<file path="config.mk">
export PLATFORM = sky130hd
export DESIGN_NAME = bcd_conv_arbiter
export DESIGN_NICKNAME = d
export VERILOG_FILES = /design/src/rtl/bcd_conv_arbiter.sv
export SDC_FILE = /design/constraint.sdc
export NUM_CORES = 1
export LEC_CHECK = 0
export ABC_AREA = 1
export CAP_MARGIN = 20
export CORE_UTILIZATION = 38
export CTS_BUF_LIST = sky130_fd_sc_hd__clkbuf_8
export DETAILED_ROUTE_END_ITERATION = 16
export PLACE_DENSITY = 0.83
export SKIP_CTS_REPAIR_TIMING = 1
export SYNTH_ARGS = -nofsm -noshare
export SYNTH_HDL_FRONTEND = slang
export SYNTH_SLANG_ARGS = --single-unit
</file>
<file path="constraint.sdc">
create_clock -name iClock -period 2 [get_ports iClock]
set_input_delay 0.2 -clock iClock [delete_from_list [all_inputs] [get_ports iClock]]
set_output_delay 0.2 -clock iClock [all_outputs]
set_load 0.05 [all_outputs]
</file>
<file path="src/rtl/bcd_conv_arbiter.sv">
`default_nettype none
// ============================================================================
// Module   : bcd_conv_arbiter
// Purpose  : Round-robin sharing of one free-running serial binary-to-BCD
//            engine (int2str) among pReq requesters. The winner's word is
//            steered onto the engine input. Launch and capture are aligned
//            to the engine frame strobe. The BCD string is returned with a
//            one-hot acknowledge pulse.
// Options  : BCD_ARB_LEADZERO_EN - blank leading zero digits (4'hF) at
//            capture. Digit 0 is never blanked.
// Revision : 1.0 - initial release
// ============================================================================
module bcd_conv_arbiter #(
  parameter int pBitWidth = 16,
  parameter int pBins     = 4,
  parameter int pReq      = 4
) (
  input  logic                        iClock,
  input  logic                        iReset,
  input  logic [pReq-1:0]             iReq,
  input  logic [pReq*pBitWidth-1:0]   iBinary,
  output logic [pReq-1:0]             oAck,
  output logic [pReq-1:0]             oGrant,
  output logic                        oValid,
  output logic [$clog2(pReq)-1:0]     oValidId,
  output logic [4*pBins-1:0]          oString,
  output logic                        oBusy,
  output logic [pBitWidth-1:0]        oConvBinary,
  input  logic                        iConvDone,
  input  logic [4*pBins-1:0]          iConvString
);

  localparam int cIdW = $clog2(pReq);
  localparam int cStrW = 4 * pBins;
  localparam logic [pReq-1:0] cOneHot0 = {{(pReq-1){1'b0}}, 1'b1};

  typedef enum logic [1:0] {
    IDLE    = 2'd0,
    LAUNCH  = 2'd1,
    CONVERT = 2'd2,
    RESULT  = 2'd3
  } state_t;

  state_t               state_q;
  logic [pReq-1:0]      grant_q;
  logic [cIdW-1:0]      gidx_q;
  logic [cIdW-1:0]      ptr_q;
  logic [pReq-1:0]      ack_q;
  logic                 valid_q;
  logic [cIdW-1:0]      validid_q;
  logic [cStrW-1:0]     string_q;

  logic                 win_found;
  logic [cIdW-1:0]      win_idx;
  logic [pBitWidth-1:0] conv_bin;

  // Result formatting applied at capture: optional leading-zero blanking
  // walks from the most significant digit down and stops at the first
  // non-zero digit; digit 0 is always kept so a zero value shows as "0".
  function automatic logic [cStrW-1:0] fmt_string(input logic [cStrW-1:0] s);
    logic [cStrW-1:0] r;
`ifdef BCD_ARB_LEADZERO_EN
    logic lead;
    r    = s;
    lead = 1'b1;
    for (int d = pBins - 1; d >= 1; d--) begin
      if (lead && (s[4*d +: 4] == 4'h0)) begin
        r[4*d +: 4] = 4'hF;
      end else begin
        lead = 1'b0;
      end
    end
`else
    r = s;
`endif
    return r;
  endfunction

  // Round-robin search: first asserted request at or after the pointer,
  // scanning upward and wrapping past the top index.
  always_comb begin
    int j;
    win_found = 1'b0;
    win_idx   = '0;
    j         = 0;
    for (int i = 0; i < pReq; i++) begin
      j = int'(ptr_q) + i;
      if (j >= pReq) begin
        j = j - pReq;
      end
      if (!win_found && iReq[j]) begin
        win_found = 1'b1;
        win_idx   = cIdW'(j);
      end
    end
  end

  // Engine input mux driven by the registered one-hot grant; yields zero
  // whenever nobody holds the grant.
  always_comb begin
    conv_bin = '0;
    for (int k = 0; k < pReq; k++) begin
      if (grant_q[k]) begin
        conv_bin = conv_bin | iBinary[k*pBitWidth +: pBitWidth];
      end
    end
  end

  // Control FSM with registered outputs. Strobes seen while IDLE are
  // ignored, so the strobe on the edge that enters LAUNCH never launches.
  always_ff @(posedge iClock or posedge iReset) begin
    if (iReset) begin
      state_q   <= IDLE;
      grant_q   <= '0;
      gidx_q    <= '0;
      ptr_q     <= '0;
      ack_q     <= '0;
      valid_q   <= 1'b0;
      validid_q <= '0;
      string_q  <= '0;
    end else begin
      case (state_q)
        IDLE: begin
          ack_q   <= '0;
          valid_q <= 1'b0;
          if (win_found) begin
            grant_q <= cOneHot0 << win_idx;
            gidx_q  <= win_idx;
            state_q <= LAUNCH;
          end
        end
        LAUNCH: begin
          // Engine latches oConvBinary on this strobe edge.
          if (iConvDone) begin
            state_q <= CONVERT;
          end
        end
        CONVERT: begin
          // The next strobe carries the result of the launched word.
          if (iConvDone) begin
            string_q  <= fmt_string(iConvString);
            valid_q   <= 1'b1;
            ack_q     <= grant_q;
            validid_q <= gidx_q;
            state_q   <= RESULT;
          end
        end
        RESULT: begin
          valid_q   <= 1'b0;
          ack_q     <= '0;
          validid_q <= '0;
          grant_q   <= '0;
          // The winner just served drops to lowest priority.
          if (gidx_q == cIdW'(pReq - 1)) begin
            ptr_q <= '0;
          end else begin
            ptr_q <= gidx_q + 1'b1;
          end
          state_q <= IDLE;
        end
        default: begin
          state_q <= IDLE;
        end
      endcase
    end
  end

  assign oAck        = ack_q;
  assign oGrant      = grant_q;
  assign oValid      = valid_q;
  assign oValidId    = validid_q;
  assign oString     = string_q;
  assign oBusy       = (state_q != IDLE);
  assign oConvBinary = conv_bin;

endmodule
`default_nettype wire
</file>
==> results.toml, run 1 <==
[run_status]
status = "finished, final reports clean"

[placed_design]
post-dp-hpwl_mm = 5.22
placement.cell_area_sq_um = 3620
io_buffers = 130
finalWeightedCongestion = 0.858

[clock_network]
cts_max_level = 2
clk_path_buf_depth = 2
clk_latency_ns = 0.28
cts_root_buffer = "clkbuf_8"
clk_pin_slew_ns = 0.07
clkSinkCount = 33
cts_buffers = 5
cts_tree = "yes"

[synth]
synth_edf_count = 0
synthTopCellsByCount = "nand2_1, dfrtp_1, inv_1"
yosysMostFrequentCell = "nand2_1"
synth.net_count = 395
seq_area_frac_synth_pct = 39.7
synthCells = 303
ys_ff_latch = 33
syn_area_sq_um = 2080
synth_warnings = 0
yosys.area.top_type_share_pct = 39.7
syn-mean-instance-area_sq_um = 6.86
yosysUniqueCellTypes = 25
ys_async_sr_fraction_pct = 100
yosys.area.top_type = "dfrtp_1"
yosys-top-cells-area = "dfrtp_1, nand2_1, nand4_1"
synthFlopType = "dfrtp_1"

[pwr]
p_leak_nw = 1.74
totalPowerFinal_mw = 6.22
vdd.ir_drop.worst_uv = 822
p_per_area_nw_per_um2 = 1680

[sta]
tns_ns = 0
fin_crit_ns = 1.73
finalSetupViolations = 0
fmax_mhz = 577
rsz0062_at_grt = "no"
skew_ns = 0.00452
tightest_slew_ns = 0.651
slew-limit-headroom_pct = 56.6
period_share_pct = 86.6
slew_violations = 0
hold_viol_final = 0

[worst_setup_path]
cp_cell_sequence = "inv_6 -> nand2_1 -> nand2_1 -> nand2_4 -> nand2_4 -> nor2_4 -> nand4_2 -> nand2_2 -> nor2_1 -> nand3_1 -> nand2_1"
arrival_ns = 1.90
crit_fanout = 10
crit_type = "reg -> reg"
crit_start = "ptr_q[0]"
crit_top_cell = "nand2_1"
path_buf_inv = 1
crit_family = "simple AND/OR/NAND/NOR gates"
cp-end-kind = "flop"
reg2reg_from = "ptr_q[0]"
cp-start-kind = "flop"
cp_slowest_stage_delay_ns = 0.60
critPathRequiredTime_ns = 2.17
cp_slowest_cell = "dfrtp_1"

[layout]
final_cell_area_sq_um = 3700
n_antenna_cell = 0
drive_above_1_share_pct = 14.2
fill_cells = 421
fin_util_pct = 71.6
syn_to_final_growth_pct = 78.3
fin_nets = 528

[detailed_routing]
wl_mm = 6.37
viasPerCell = 4.88
firstDrtPassIters = 4
drc = 0
vias = 2472
wire_per_inst_um = 12.6
drtIter0Drc = 72
antenna_left = 0

[die]
die_w_um = 76.0
initial_core_util_pct = 40.2
dieArea_sq_um = 5770
core-area_sq_um = 5170
core.rowCount = 26
io_pins = 131
die_y_um = 76.0

[global_route]
grt.met3_usage_pct = 5.54
grt_pass1_vias = 2518
grt_pass1_wl_mm = 11.0
grtUsageTotal_pct = 23.4
antenna_found_initial = 0
gr-max-usage-layer = "met2"
grt_max_degree = 20
use_met1_pct = 26.9
grt_use_met2_pct = 41.8
overflow = 0

[flow_run]
maxCapViolations = 0

[worst_hold_path]
hp-class = "in -> async"
-- worst paths after layout --
path / endpoint / slack (ns) / cells past startpoint
worst max register to register: oGrant[0] / 0.27 / 11
worst max-delay path: oGrant[0] / 0.27 / 11
min in group iClock: oString[5] / 0.45 / 3
worst min-delay path: oValidId[1] / 0.28 / 2
worst min register to register: oString[5] / 0.48 / 2
max in group asynchronous: oString[12] / 1.17 / 3
-- layout by cell type (no fill, tap or decap), drive strengths merged --
cell type and count:
a21oi 1, inv 24, ha 5, nand4 17, clkinv 2, nand3 16
and2 1, nor3 1, nand2 167, clkdlybuf4s50 109, o21ai 16, buf 29
dfrtp 33, nor2 9, o22ai 1, mux2 1, clkbuf 5
-- per-stage QoR --
stage	cells	setup WS, ns	hold WS, ns
6_report	507	0.267	0.276
5_1_grt	507	0.119	0.343
4_1_cts	507	0.235	0.284
3_5_place_dp	499	0.251	0.465
3_3_place_gp	499	0.341	0.461
2_1_floorplan	303	0.113	0.310
-- per-layer routing --
layer  vias up  share of wire [%]  wire length [um]
li1       1224                  -                 -
met4         0                2.7               171
met1      1141                 40              2560
met5         -                  0                 0
met3        18                5.9               373
met2        89                 51              3270
-- worst register-to-register path, stage by stage (launching register included) --
cell,delay (ns)
dfrtp_1,0.60
inv_6,0.09
nand2_1,0.07
nand2_1,0.10
nand2_4,0.10
nand2_4,0.06
nor2_4,0.12
nand4_2,0.14
nand2_2,0.14
nor2_1,0.07
nand3_1,0.07
nand2_1,0.05
-- power breakdown --
part	switching [mW]	internal (mW)
registers	0.280	0.954
logic	2.81	1.72
clock network	0.224	0.235
-- cell type report --
cell class | instances | area [sq um] | share of cell area, %
Multi-Input combinational cell | 235 | 1110 | 29.9
Inverter | 23 | 91.3 | 2.47
Timing Repair Buffer | 138 | 1510 | 40.7
Clock buffer | 5 | 68.8 | 1.86
Clock inverter | 3 | 13.8 | 0.371
Sequential cell | 33 | 826 | 22.3
Tap cell | 70 | 87.6 | 2.36
-- state kept, by name, summed over array words and instances, names as in the netlist --
name,count
oValidId,2
gidx_q,2
ptr_q,2
state_q,2
oValid,1
oString,16
oAck,4
oGrant,4
-- cells by family (layout without fill, tap and decap cells) --
logic type               Yosys count  after routing  share of synthesized area (%)
flip-flops                        33             33                           39.7
AO/OA/AOI/OAI                     18             18                           4.94
adder cells (fa/ha/maj)            5              5                           3.01
AND/OR/NAND/NOR                  211            211                           44.9
buffers and inverters             35            169                           6.92
multiplexers                       1              1                          0.542
(Power assumes the default switching activity.)
==> run 2: changes to the inputs <==
ABC_CLOCK_PERIOD_IN_PS = 2000   (was unset)
HOLD_SLACK_MARGIN = 0.08   (was unset)
==> results of run 2 <==
No change in the layout: final DEF, timing and power equal those of run 1.
==> run 3: changes to the inputs <==
CAP_MARGIN = unset   (was 20)
==> results of run 3 <==
No change in the layout: final DEF, timing and power equal those of run 1.
